==> config.mk <==
export PLATFORM = sky130hd
export DESIGN_NAME = fb_port_ctrl
export DESIGN_NICKNAME = d
export VERILOG_FILES = /design/src/rtl/fb_pkg.sv /design/src/rtl/fb_port_ctrl_rr_arb2.sv /design/src/rtl/fb_port_ctrl.sv
export SDC_FILE = /design/constraint.sdc
export NUM_CORES = 1
export LEC_CHECK = 0
export ABC_AREA = 1
export BUFFER_PORTS_ARGS = -buffer_cell sky130_fd_sc_hd__buf_2
export CAP_MARGIN = 20
export CORE_AREA = 5 5 128 130
export DETAILED_ROUTE_END_ITERATION = 16
export DIE_AREA = 0 0 133 135
export HOLD_SLACK_MARGIN = 0.12
export PLACE_DENSITY = 0.62
export RECOVER_POWER = 50
export SETUP_SLACK_MARGIN = 0.02
export SLEW_MARGIN = 20
export SYNTH_ARGS = -nofsm -noshare
export SYNTH_HDL_FRONTEND = slang
export SYNTH_HIERARCHICAL = 1
export SYNTH_SLANG_ARGS = --single-unit
==> constraint.sdc <==
create_clock -name clk -period 5.03 [get_ports clk]
set_clock_uncertainty 0.05 [all_clocks]
set_input_delay 0.2515 -clock clk [delete_from_list [all_inputs] [get_ports clk]]
set_output_delay 0.2515 -clock clk [all_outputs]
set_load 0.1 [all_outputs]
==> src/rtl/fb_pkg.sv <==
// Shared definitions for the frame-buffer port controller: default geometry,
// clear-engine state encoding and the pixel type.
package fb_pkg;

    localparam int FB_ADDR_W = 16;
    localparam int FB_DATA_W = 24;
    localparam int FB_DEPTH  = 2001;

    typedef enum logic {
        IDLE  = 1'b0,
        CLEAR = 1'b1
    } clr_state_t;

    typedef logic [FB_DATA_W-1:0] pixel_t;

endpackage

==> src/rtl/fb_port_ctrl_rr_arb2.sv <==
// Two-way round-robin arbiter; req[0]/gnt[0] is the host, req[1]/gnt[1] the draw engine.
// Grants are combinational from the registered pointer, which only moves on a grant.
module rr_arb2 (
    input  logic       clk,
    input  logic       rst,
    input  logic [1:0] i_req,
    output logic [1:0] o_gnt
);

    // r_ptr = 0 means requester 0 has priority on the next contention
    logic r_ptr;

    always_comb begin
        o_gnt = i_req;
        if (i_req == 2'b11) begin
            o_gnt = r_ptr ? 2'b10 : 2'b01;
        end
    end

    always_ff @(posedge clk or posedge rst) begin
        if (rst) begin
            r_ptr <= 1'b0;
        end else if (o_gnt[0]) begin
            r_ptr <= 1'b1;
        end else if (o_gnt[1]) begin
            r_ptr <= 1'b0;
        end
    end

endmodule

==> src/rtl/fb_port_ctrl.sv <==
// Frame-buffer port controller: arbitrated port A with a fill engine that can
// own the port, plus read-valid tracking for the scanout reader on port B.
module fb_port_ctrl
    import fb_pkg::*;
#(
    parameter int ADDR_W = FB_ADDR_W,
    parameter int DATA_W = FB_DATA_W,
    parameter int DEPTH  = FB_DEPTH
) (
    input  logic              clk,
    input  logic              rst,
    input  logic              h_req,
    input  logic              h_we,
    input  logic [ADDR_W-1:0] h_addr,
    input  logic [DATA_W-1:0] h_wdata,
    output logic              h_gnt,
    output logic              h_rvalid,
    output logic [DATA_W-1:0] h_rdata,
    input  logic              d_req,
    input  logic              d_we,
    input  logic [ADDR_W-1:0] d_addr,
    input  logic [DATA_W-1:0] d_wdata,
    output logic              d_gnt,
    output logic              d_rvalid,
    output logic [DATA_W-1:0] d_rdata,
    input  logic              clr_start,
    input  logic [DATA_W-1:0] clr_color,
    output logic              clr_busy,
    output logic              clr_done,
    input  logic              scan_req,
    input  logic [ADDR_W-1:0] scan_addr,
    output logic              scan_valid,
    output logic [DATA_W-1:0] scan_data,
    output logic [ADDR_W-1:0] mem_addr_a,
    output logic [DATA_W-1:0] mem_data_a,
    output logic              mem_we_a,
    input  logic [DATA_W-1:0] mem_q_a,
    output logic [ADDR_W-1:0] mem_addr_b,
    output logic [DATA_W-1:0] mem_data_b,
    output logic              mem_we_b,
    input  logic [DATA_W-1:0] mem_q_b
);

    localparam logic [ADDR_W-1:0] LAST_ADDR = ADDR_W'(DEPTH - 1);
    localparam logic [ADDR_W-1:0] DEPTH_A   = ADDR_W'(DEPTH);

    clr_state_t        r_state;
    logic [ADDR_W-1:0] r_clrCnt;
    logic [DATA_W-1:0] r_clrColor;
    logic              r_clrDone;
    logic              r_hRvalid, r_hOor;
    logic              r_dRvalid, r_dOor;
    logic              r_scanValid;
    logic [1:0]        w_req, w_gnt;
    logic              w_hInRange, w_dInRange;

    // The fill engine owns port A outright, so requests are masked while clearing
    assign w_req = {d_req, h_req} & {2{r_state == IDLE}};

    rr_arb2 u_arb (
        .clk   (clk),
        .rst   (rst),
        .i_req (w_req),
        .o_gnt (w_gnt)
    );

    assign h_gnt      = w_gnt[0];
    assign d_gnt      = w_gnt[1];
    assign w_hInRange = (h_addr < DEPTH_A);
    assign w_dInRange = (d_addr < DEPTH_A);

    always_comb begin
        mem_addr_a = '0;
        mem_data_a = '0;
        mem_we_a   = 1'b0;
        if (r_state == CLEAR) begin
            mem_addr_a = r_clrCnt;
            mem_data_a = r_clrColor;
            mem_we_a   = 1'b1;
        end else if (w_gnt[0]) begin
            mem_addr_a = h_addr;
            mem_data_a = h_wdata;
            mem_we_a   = h_we & w_hInRange;
        end else if (w_gnt[1]) begin
            mem_addr_a = d_addr;
            mem_data_a = d_wdata;
            mem_we_a   = d_we & w_dInRange;
        end
    end

    // Clear engine: one write per cycle from 0 to DEPTH-1, done pulse afterwards
    always_ff @(posedge clk or posedge rst) begin
        if (rst) begin
            r_state    <= IDLE;
            r_clrCnt   <= '0;
            r_clrColor <= '0;
            r_clrDone  <= 1'b0;
        end else begin
            r_clrDone <= 1'b0;
            case (r_state)
                IDLE: begin
                    if (clr_start) begin
                        r_clrColor <= clr_color;
                        r_clrCnt   <= '0;
                        r_state    <= CLEAR;
                    end
                end
                CLEAR: begin
                    if (r_clrCnt == LAST_ADDR) begin
                        r_state   <= IDLE;
                        r_clrDone <= 1'b1;
                    end else begin
                        r_clrCnt <= r_clrCnt + 1'b1;
                    end
                end
                default: r_state <= IDLE;
            endcase
        end
    end

    // Out-of-range reads still return a valid beat, but with zero data
    always_ff @(posedge clk or posedge rst) begin
        if (rst) begin
            r_hRvalid   <= 1'b0;
            r_hOor      <= 1'b0;
            r_dRvalid   <= 1'b0;
            r_dOor      <= 1'b0;
            r_scanValid <= 1'b0;
        end else begin
            r_hRvalid   <= w_gnt[0] & ~h_we;
            r_hOor      <= ~w_hInRange;
            r_dRvalid   <= w_gnt[1] & ~d_we;
            r_dOor      <= ~w_dInRange;
            r_scanValid <= scan_req;
        end
    end

    assign h_rvalid   = r_hRvalid;
    assign h_rdata    = (r_hRvalid && !r_hOor) ? mem_q_a : '0;
    assign d_rvalid   = r_dRvalid;
    assign d_rdata    = (r_dRvalid && !r_dOor) ? mem_q_a : '0;
    assign clr_busy   = (r_state == CLEAR);
    assign clr_done   = r_clrDone;
    assign scan_valid = r_scanValid;
    assign scan_data  = r_scanValid ? mem_q_b : '0;
    assign mem_addr_b = scan_addr;
    assign mem_data_b = '0;
    assign mem_we_b   = 1'b0;

endmodule

-- Word-level counts from Yosys, hierarchy flattened
Cells that the tools add are included.
- bits in registers: 48
- bits of input ports: 176
- memories kept: 0
- memory bits (read-only): 0
- output and inout bits: 161
- RAM bits: 0
- logic and storage cells: 58
- bits in latches: 0
- reductions and logical operators: 7
- divide/modulo/power cells: 0
- shift-type cells: 0
- bitwise gates (word level): 10
- multipliers: 0
- magnitude comparators: 2
- $add $sub $neg: 1
- muxes and demuxes: 24
- equality and inequality tests: 4
- operators with widths (operator ; count):
    $mux 24 ; 6
    $mux 16 ; 5
    $lt 16x11->1 const B ; 2
    $pmux 16 s2 ; 1
    $add 16x1->16 const B ; 1
    $eq 16x11->1 const B ; 1
    $mux 1 ; 9
    $not 1->1 ; 5
    $and 1x1->1 ; 4
    $mux 2 ; 2
    $ne 2x2->1 const B ; 2
    $reduce_and 2->1 ; 2
    $and 2x2->2 ; 1
    $eq 2x2->1 const B ; 1
    $logic_and 1x1->1 ; 2
    $logic_not 1->1 ; 2
    $pmux 1 s2 ; 1
    $reduce_bool 2->1 ; 1

-- Longest topological paths before layout
Gate-level depths: netlist of run 1.
- depth after elaboration: 7
- mapped depth: 11
- gate-level depth less buffers: 11

-- Hierarchy
Netlist of run 1, hierarchy kept.
- modules (own cells, without submodules) (module ; instances ; cells each ; area each (um^2)):
    fb_port_ctrl ; 1 ; 631 ; 3885.0
    rr_arb2 ; 1 ; 12 ; 67.6

-- Least setup slack after synthesis of run 1
No wires, ideal clock.
- path type: reg2out
- start point: register r_state, in the netlist clr_busy
- end point: output mem_addr_a[11]
- stages on the path, launching flop included: 9
- arrival: 6.008 ns
- setup slack: -1.280 ns
- cells stage by stage: dfrtp_1 > buf_4 > clkbuf_1 > nor2_1 > a21oi_1 > clkbuf_1 > clkbuf_1 > a22oi_1 > o21ai_0
- elaborated cells between the ends (all ways): 7
- RTL lines (what ; RTL line ; source):
    start, declared ; fb_port_ctrl.sv:47 ; clr_state_t r_state;
    start signal, assigned ; fb_port_ctrl.sv:94 ; r_state <= IDLE;
    start signal, assigned ; fb_port_ctrl.sv:105 ; r_state <= CLEAR;
    start signal, assigned ; fb_port_ctrl.sv:110 ; r_state <= IDLE;
    $not 1->1 (no source line) ; - ;
    $and 2x2->2 ; fb_port_ctrl.sv:58 ; assign w_req = {d_req, h_req} & {2{r_state == IDLE}};
    net w_req[1] ; fb_port_ctrl.sv:54 ; logic [1:0] w_req, w_gnt;
    $eq 2x2->1 ; fb_port_ctrl_rr_arb2.sv:15 ; if (i_req == 2'b11) begin
    $mux 2 ; fb_port_ctrl_rr_arb2.sv:15 ;
    net h_gnt ; fb_port_ctrl.sv:16 ; output logic h_gnt,
    $mux 16 ; fb_port_ctrl.sv:80 ; end else if (w_gnt[0]) begin
    $mux 16 ; fb_port_ctrl.sv:76 ; if (r_state == CLEAR) begin
    end, declared ; fb_port_ctrl.sv:34 ; output logic [ADDR_W-1:0] mem_addr_a,
The timed path passes the listed nets, and every way through them passes these cells.

-- Final worst setup path of run 1
- start point: register r_state, in the netlist clr_busy
- end point: register r_clrCnt[10]
- longest elaborated chain between the ends: 3
- elaborated cells between the ends (all ways): 5
- ends and longest elaborated chain (what ; RTL line ; source):
    $not 1->1 (no source line) ; - ;
    $ne 2x2->1 (no source line) ; - ;
    $reduce_and 2->1 (no source line) ; - ;
    end signal, assigned ; fb_port_ctrl.sv:113 ; r_clrCnt <= r_clrCnt + 1'b1;
    end, declared ; fb_port_ctrl.sv:48 ; logic [ADDR_W-1:0] r_clrCnt;
Several ways; a longest one is shown, not always the timed one.
A chain may end at the register's enable or synchronous reset.

==> results.txt, run 1 <==
Peak VDD IR = 0.1179 mV
WP data required = 5.20 ns
syn_area_per_cell = 6.147 sq um
CTS tree = done
chip width = 133 um
Tot GR Track Use = 17.59%
first-pass GRT wire length = 25360 um
Slowest-stage cell, CP = clkbuf_2
crit path max fanout = 81
Initial DRC Count = 210
total gr overflow = 0
final slew viol count = 130
synthesized area = 3953 sq um
DRC violations left = 0
post-synthesis sequential area ratio = 30.39%
leading area contributor after synthesis = dfrtp_1
Max-Cap Viols = 2
post-synth top area share = 30.39%
final wirelength = 16700 um
Die H = 135 um
CTS Sinks = 48
root buf cell = clkbuf_16
crit path setup slack, layout = 1.375 ns
Die Area = 17960 sq um
Max Root-Sink Buffers = 2
Setup WS pre-CTS = 2.046 ns
crit path DAT = 3.83 ns
initial antenna violation count = 1
Nets = 1087
slew margin rel. = -46.36%
Synth-to-Final Area Change = 43.62%
largest net degree at the start of global routing = 82
clock-pin slew on the worst setup and hold paths = 0.07 ns
vias in the first global route = 4810
setup TNS = 0 ns
crit-path cells = clkbuf_2, inv_1, nand2_1, clkinv_1, nor2_1, nand2_1, nand2_1
Syn Inst Count = 643
Ports = 337
critical path class = reg2reg
# setup viols final = 0
CP peak stage delay = 1.30 ns
routability cong. = 0.8311
outcome = complete, but fails checks
FF+latch count, synth = 48
Synth cell types = 29
synth warn = 6
placed cell area = 5289 sq um
H-tree depth = 2
Max Clk Rate = 273.6 MHz
min Tclk post-route = 3.655 ns
Least-Margin Pin Slew = 2.183 ns
pwr/cell area = 186.9 nW/um^2
Tot Pwr = 1.061 mW
DR vias/cell = 4.465
Tcrit/Tclk final = 72.67%
Worst setup EP type = register
total CTS buffers = 5
Routed Antenna Nets = 0
Core ar. = 15030 sq um
Leak = 3.313 nW
DP HPWL = 13360 um
layout cell share with drive strength beyond 1 = 28.57%
placed insts = 1063
worst skew pair latency = 0.29 ns
DR pass1 iterations = 4
most frequent cells in the layout = 231 x buf_2, 214 x nand2_1, 83 x nor2_1
Worst path most repeated cell = nand2_1
row count = 45
top post-synthesis cells by area = dfrtp_1 30%, nand2_1 20%, buf_4 8.0%
commonest non-fill, non-tap cell in the layout = buf_2
Hold Path Class = in2reg
unrepaired setup endpoints after global routing = false
startpoint types = register
vias = 4907
wire per inst = 15.20 um
port bufs = 279
design area = 5677 sq um
Initial Util = 26.29%
Fin. Hold Viols = 0
Finished Layout Cells = 1099
failing checks = capacitance limit, slew limit
[where the power goes]
part | switching (mW) | internal [mW]
Combinational | 0.213 | 0.0667
Clock | 0.156 | 0.236
Sequential | 0.00264 | 0.386
Total | 0.372 | 0.690
[final timing paths]
kind                                    start        endpoint  slack, ns  cells past startpoint
worst max-delay path                 clr_busy    r_clrCnt[10]       1.37                      7
worst min-delay path            clr_color[21]  r_clrColor[21]       0.13                      3
worst max register to register       clr_busy    r_clrCnt[10]       1.37                      7
worst min register to register  r_clrColor[6]   r_clrColor[6]       0.43                      2
max in group asynchronous                 rst    r_clrCnt[11]       2.89                      3
min in group asynchronous                 rst     u_arb/r_ptr       0.30                      3
[metrics by stage]
step | hold WS (ns) | util [%]
final | 0.1304 | 37.76
after global routing | 0.1271 | 37.76
after CTS | 0.1254 | 38.05
after detailed placement | 0.05924 | 35.18
after global placement | 0.06075 | 35.18
after floorplan | -0.06979 | -
[synth_stat cells (all sizes together)]
| master | n |
|---|---|
| a21oi | 12 |
| clkbuf | 23 |
| buf | 51 |
| nand4 | 9 |
| nor3 | 1 |
| o21ai | 29 |
| nand3b | 1 |
| o21bai | 1 |
| a22oi | 40 |
| or2 | 1 |
| inv | 83 |
| xor2 | 3 |
| nand2 | 216 |
| dfrtp | 48 |
| clkinv | 1 |
| ha | 2 |
| conb | 1 |
| nor2 | 87 |
| nand3 | 34 |
[metal layers]
metal  track usage, %  vias up  wire length, um
li1                 -     2465                -
met5                0        -                0
met1            19.14     2169             6294
met3            5.514       20             1584
met4            5.427        0              318
met2            32.56      253             8504
[final cells by class]
type | instances | area, sq um
clock buffers | 5 | 125.1
clock inverters | 3 | 46.29
diodes | 1 | 2.502
flip-flops and latches | 48 | 1201
fillers | 1671 | 9356
repair buffers | 309 | 1644
multi-input cells | 461 | 2106
well taps | 188 | 235.2
inverters | 84 | 316.6
[critical path, delay by kind of cell (launching register included)]
family | cells | cell delay [ns]
buf+inv | 3 | 2.26
flops | 1 | 0.62
simple gates | 4 | 0.63
[registers in the layout, indices dropped and copies added, names as in the netlist]
| register | cells |
|---|---|
| scan_valid | 1 |
| r_clrColor | 24 |
| d_rvalid | 1 |
| u_arb/r_ptr | 1 |
| clr_done | 1 |
| r_clrCnt | 16 |
| clr_busy | 1 |
| r_hOor | 1 |
| h_rvalid | 1 |
| r_dOor | 1 |
[timing repair]
item	CTS	global route
gates resized for setup	0	0
hold endpoints to repair	26	0
setup buffers	0	0
hold buffers	26	0
[cells by family (layout without fill, tap and decap cells)]
group,after synthesis,in the layout,share of synthesized area [%]
simple gates,349,349,35.68
fa+ha+maj,2,2,0.6330
compound gates,82,82,12.98
xor+xnor,3,3,0.6649
buf+inv,158,401,19.56
other cells,1,26,0.09488
flops,48,48,30.39
Note: power is estimated with default switching activity, not from simulation.
==> run 2, diff against run 1 <==
Settings changed: PLACE_DENSITY 0.62 to 0.64.
Clock period 5.03 ns to 3 ns, I/O delays scaled along.
==> results.txt, run 2 (synthesis results as in run 1) <==
Ports = 337 (unchanged)
Worst setup EP type = primary output
Leak = 3.484 nW (+5.2%)
port bufs = 279 (unchanged)
CP peak stage delay = 0.51 ns (-0.79 ns)
crit path from = clr_busy
Max-Cap Viols = 0 (-2)
CTS tree = done
most frequent cells in the layout = 237 x buf_2, 213 x nand2_1, 81 x inv_1, 81 x nor2_1, 47 x dfrtp_1
wire per inst = 14.82 um (-2.5%)
placed insts = 1069 (+0.56%)
Worst Hold Launch = h_req
row count = 45 (unchanged)
layout cell share with drive strength beyond 1 = 33.48% (+4.9 points)
total gr overflow = 0 (unchanged)
antenna cells = 0 (-1)
Reg2Reg Depth = 7 (unchanged)
Setup WS pre-CTS = 0.5897 ns (-1.456 ns)
WP data required = 2.80 ns (-2.40 ns)
Die H = 135 um (unchanged)
Fin Hold WS = 0.1657 ns (+0.03524 ns)
critical path class = reg2out
Initial Util = 26.29% (unchanged)
Fin. Hold Viols = 0 (unchanged)
worst hold path depth = 5 (+2)
crit path setup slack, layout = 0.2490 ns (-1.126 ns)
Hold Path Class = in2reg
# setup viols final = 0 (unchanged)
DP HPWL = 13190 um (-1.3%)
Least-Margin Pin Slew = 1.284 ns (-0.8998 ns)
largest reg by FF count = r_clrColor
Tot Pwr = 1.671 mW (+58%)
DR pass1 iterations = 7 (+3)
Initial DRC Count = 181 (-14%)
initial antenna violation count = 1 (unchanged)
vias = 4937 (+0.61%)
setup TNS = 0 ns (unchanged)
slew margin rel. = 14.79% (+61 points)
Finished Layout Cells = 1108 (+0.82%)
H-tree depth = 2 (unchanged)
outcome = completed
crit path DAT = 2.55 ns (-1.28 ns)
setup bufs post-CTS = 0 (unchanged)
min Tclk post-route = 2.751 ns
final core utilization = 40.77% (+3.0 points)
crit path max fanout = 23 (-72%)
biggest registers after layout = r_clrColor (24), r_clrCnt (16)
worst r2r src = clr_busy
DR vias/cell = 4.456 (-0.21%)
pwr/cell area = 272.7 nW/um^2 (+46%)
top cell family by delay on the critical path = buffers and inverters
Core ar. = 15030 sq um (unchanged)
commonest non-fill, non-tap cell in the layout = buf_2
Slowest-stage cell, CP = dfrtp_4
Tcrit/Tclk final = 91.70%
design area = 6130 sq um (+8.0%)
Peak VDD IR = 0.1747 mV (+48%)
total CTS buffers = 5 (unchanged)
max reg flops = 24 (unchanged)
vias in the first global route = 4893 (+1.7%)
clock-pin slew on the worst setup and hold paths = 0.07 ns (about the same)
routability cong. = 0.8762 (+5.4%)
worst skew pair latency = 0.29 ns (about the same)
crit-path cells = nor2_2, nand2_1, nand2_8, inv_1, nor2_4, buf_4, a22oi_1, o21ai_4, buf_2
first-pass GRT wire length = 24830 um (-2.1%)
largest net degree at the start of global routing = 54 (-34%)
Max Root-Sink Buffers = 2 (unchanged)
root buf cell = clkbuf_16
final wirelength = 16420 um (-1.7%)
critical path buffer and inverter count = 3 (unchanged)
Routed Antenna Nets = 0 (unchanged)
Max Clk Rate = 363.5 MHz
unrepaired setup endpoints after global routing = false
Nets = 1098 (+1.0%)
startpoint types = register
Tot GR Track Use = 17.27% (-0.32 points)
DRC violations left = 0 (unchanged)
Synth-to-Final Area Change = 55.08%
Crit path depth = 9 (+2)
chip width = 133 um (unchanged)
final slew viol count = 0 (-100%)
CTS Sinks = 48 (unchanged)
placed cell area = 5734 sq um (+8.4%)
Die Area = 17960 sq um (unchanged)
[run 2: power by group]
part           switching [mW]  internal, mW
Combinational           0.355         0.116
Clock                   0.245         0.303
Sequential            0.00447         0.648
Total                   0.605          1.07
[run 2: cell type report]
class / count / area, sq um
Fill cell: 1629 / 8904
Multi-Input combinational cell: 461 / 2500
Timing Repair Buffer: 320 / 1737
Sequential cell: 48 / 1205
Inverter: 84 / 315.3
Tap cell: 188 / 235.2
Clock buffer: 5 / 125.1
Clock inverter: 2 / 12.51
[run 2: final timing paths]
check                                       to  slack (ns)
worst max-delay path            mem_data_a[11]        0.25
worst max register to register  r_clrColor[12]        0.58
worst min register to register  r_clrColor[16]        0.43
worst min-delay path               u_arb/r_ptr        0.17
min in group asynchronous          u_arb/r_ptr        0.18
max in group asynchronous       r_clrColor[20]        0.81
[run 2: what timing repair did]
item | 4_1_cts | 5_1_grt
resized for setup | 0 | 0
hold buffers | 32 | 0
endpoints found under the hold margin | 60 | 0
setup endpoints to repair | 0 | 0
[run 2: worst reg2reg max path: stages (launching register included)]
cell and delay, ns:
dfrtp_4 0.45, buf_4 0.58, inv_1 0.29, nand2_1 0.34, clkinv_1 0.19, buf_4 0.26
nand2_1 0.11, nand2_1 0.05
[run 2: routing by layer]
layer,GRT usage (%),share of wire (%),up-vias
met1,19.08,37,2162
met3,4.881,9.4,27
met4,6.236,2.6,2
li1,-,-,2484
met2,31.57,50,262
met5,0,0.043,-
==> run 3, diff against run 2 <==
Settings changed: MAX_ROUTING_LAYER set to met4.
==> results.txt, run 3 (synthesis results as in run 1) <==
largest net degree at the start of global routing = 54 (unchanged)
Initial DRC Count = 189 (+4.4%)
Nets = 1098 (unchanged)
Max-Cap Viols = 0 (unchanged)
# resized after CTS = 0 (unchanged)
slew margin rel. = 14.79% (about the same)
DP HPWL = 13190 um (unchanged)
Routed Antenna Nets = 0 (unchanged)
final wirelength = 16430 um (about the same)
DR pass1 iterations = 6 (-1)
placed cell area = 5734 sq um (unchanged)
Tot GR Track Use = 17.77% (+0.50 points)
biggest registers after layout = r_clrColor (24), r_clrCnt (16)
Worst setup EP type = primary output
largest reg by FF count = r_clrColor
crit path from = clr_busy
Die H = 135 um (unchanged)
CTS tree = done
Tcrit/Tclk final = 91.80% (+0.11 points)
chip width = 133 um (unchanged)
worst r2r src = clr_busy
root buf cell = clkbuf_16
final core utilization = 40.79% (about the same)
routability cong. = 0.8907 (+1.7%)
worst skew pair latency = 0.29 ns (about the same)
crit path setup slack, layout = 0.2459 ns (-0.003184 ns)
DRC violations left = 0 (unchanged)
crit path max fanout = 23 (unchanged)
Initial Util = 26.29% (unchanged)
first-pass GRT wire length = 24810 um (about the same)
final slew viol count = 0 (unchanged)
startpoint types = register
most frequent cells in the layout = 237 x buf_2, 213 x nand2_1, 81 x inv_1, 81 x nor2_1, 47 x dfrtp_1
CTS Sinks = 48 (unchanged)
Fin. Hold Viols = 0 (unchanged)
wire per inst = 14.81 um (about the same)
Die Area = 17960 sq um (unchanged)
layout cell share with drive strength beyond 1 = 33.48% (unchanged)
clock-pin slew on the worst setup and hold paths = 0.07 ns (about the same)
Peak VDD IR = 0.1742 mV (-0.34%)
Leak = 3.485 nW (about the same)
Fin Hold WS = 0.1647 ns (-0.0009820 ns)
outcome = completed
total gr overflow = 0 (unchanged)
Max Clk Rate = 363.1 MHz (-0.12%)
unrepaired setup endpoints after global routing = false
max reg flops = 24 (unchanged)
port bufs = 279 (unchanged)
Max Root-Sink Buffers = 2 (unchanged)
design area = 6132 sq um (about the same)
Synth-to-Final Area Change = 55.14% (about the same)
vias = 4952 (+0.30%)
Worst Hold Launch = h_req
# setup viols final = 0 (unchanged)
Setup WS pre-CTS = 0.5897 ns (unchanged)
Ports = 337 (unchanged)
vias in the first global route = 4887 (-0.12%)
crit path DAT = 2.55 ns (about the same)
critical path class = reg2out
H-tree depth = 2 (unchanged)
pwr/cell area = 272.8 nW/um^2 (about the same)
DR vias/cell = 4.465 (+0.21%)
total CTS buffers = 5 (unchanged)
Core ar. = 15030 sq um (unchanged)
commonest non-fill, non-tap cell in the layout = buf_2
setup TNS = 0 ns (unchanged)
Hold Path Class = in2reg
min Tclk post-route = 2.754 ns (+0.003184 ns)
Least-Margin Pin Slew = 1.284 ns (+0.000003561 ns)
initial antenna violation count = 1 (unchanged)
WP data required = 2.80 ns (about the same)
row count = 45 (unchanged)
run 3: cell count changes in the layout (fill, tap and decap cells not counted):
cell and change:
diode_2 +1
run 3: timing repair:
item,4_1_cts,5_1_grt
endpoints found under the setup margin,0,0
buffers inserted,0,0
hold endpoints to repair,60,0
hold buffers,32,0
run 3: per-stage QoR:
step                instances  total power, mW
floorplan                 667            1.096
detailed placement       1069            1.111
finish                   1109            1.673
CTS                      1108            1.694
global placement         1069            1.110
global route             1109            1.752
run 3: final cells by class:
type	count	area [sq um]
Clock buffer	5	125.1
Inverter	84	315.3
Fill cell	1628	8901
Antenna cell	1	2.502
Timing Repair Buffer	320	1737
Multi-Input combinational cell	461	2500
Clock inverter	2	12.51
Sequential cell	48	1205
Tap cell	188	235.2
run 3: critical path, cell delays in order (launching register included):
cell	delay [ns]
dfrtp_4	0.51
nor2_2	0.23
nand2_1	0.17
nand2_8	0.10
inv_1	0.07
nor2_4	0.08
buf_4	0.27
a22oi_1	0.19
o21ai_4	0.19
buf_2	0.45
run 3: final timing paths:
check	to	slack (ns)	depth (start not counted)
worst min-delay path	u_arb/r_ptr	0.16	5
worst max-delay path	mem_data_a[11]	0.25	9
min in group asynchronous	u_arb/r_ptr	0.18	3
max in group asynchronous	r_clrColor[18]	0.79	4
worst min register to register	r_clrColor[7]	0.44	2
worst max register to register	r_clrColor[12]	0.57	7
run 3: power breakdown:
part	switching, mW	total [mW]	internal (mW)
Sequential	0.00446	0.652	0.648
Combinational	0.356	0.471	0.116
Clock	0.246	0.549	0.303
Total	0.606	1.67	1.07
run 3: routing by layer:
metal | wire [um] | vias up | global-route usage, %
met3 | 1275 | 25 | 4.136
met5 | 0 | - | -
met1 | 6414 | 2199 | 19.56
met4 | 435 | 0 | 6.236
li1 | - | 2489 | -
met2 | 8304 | 239 | 31.52
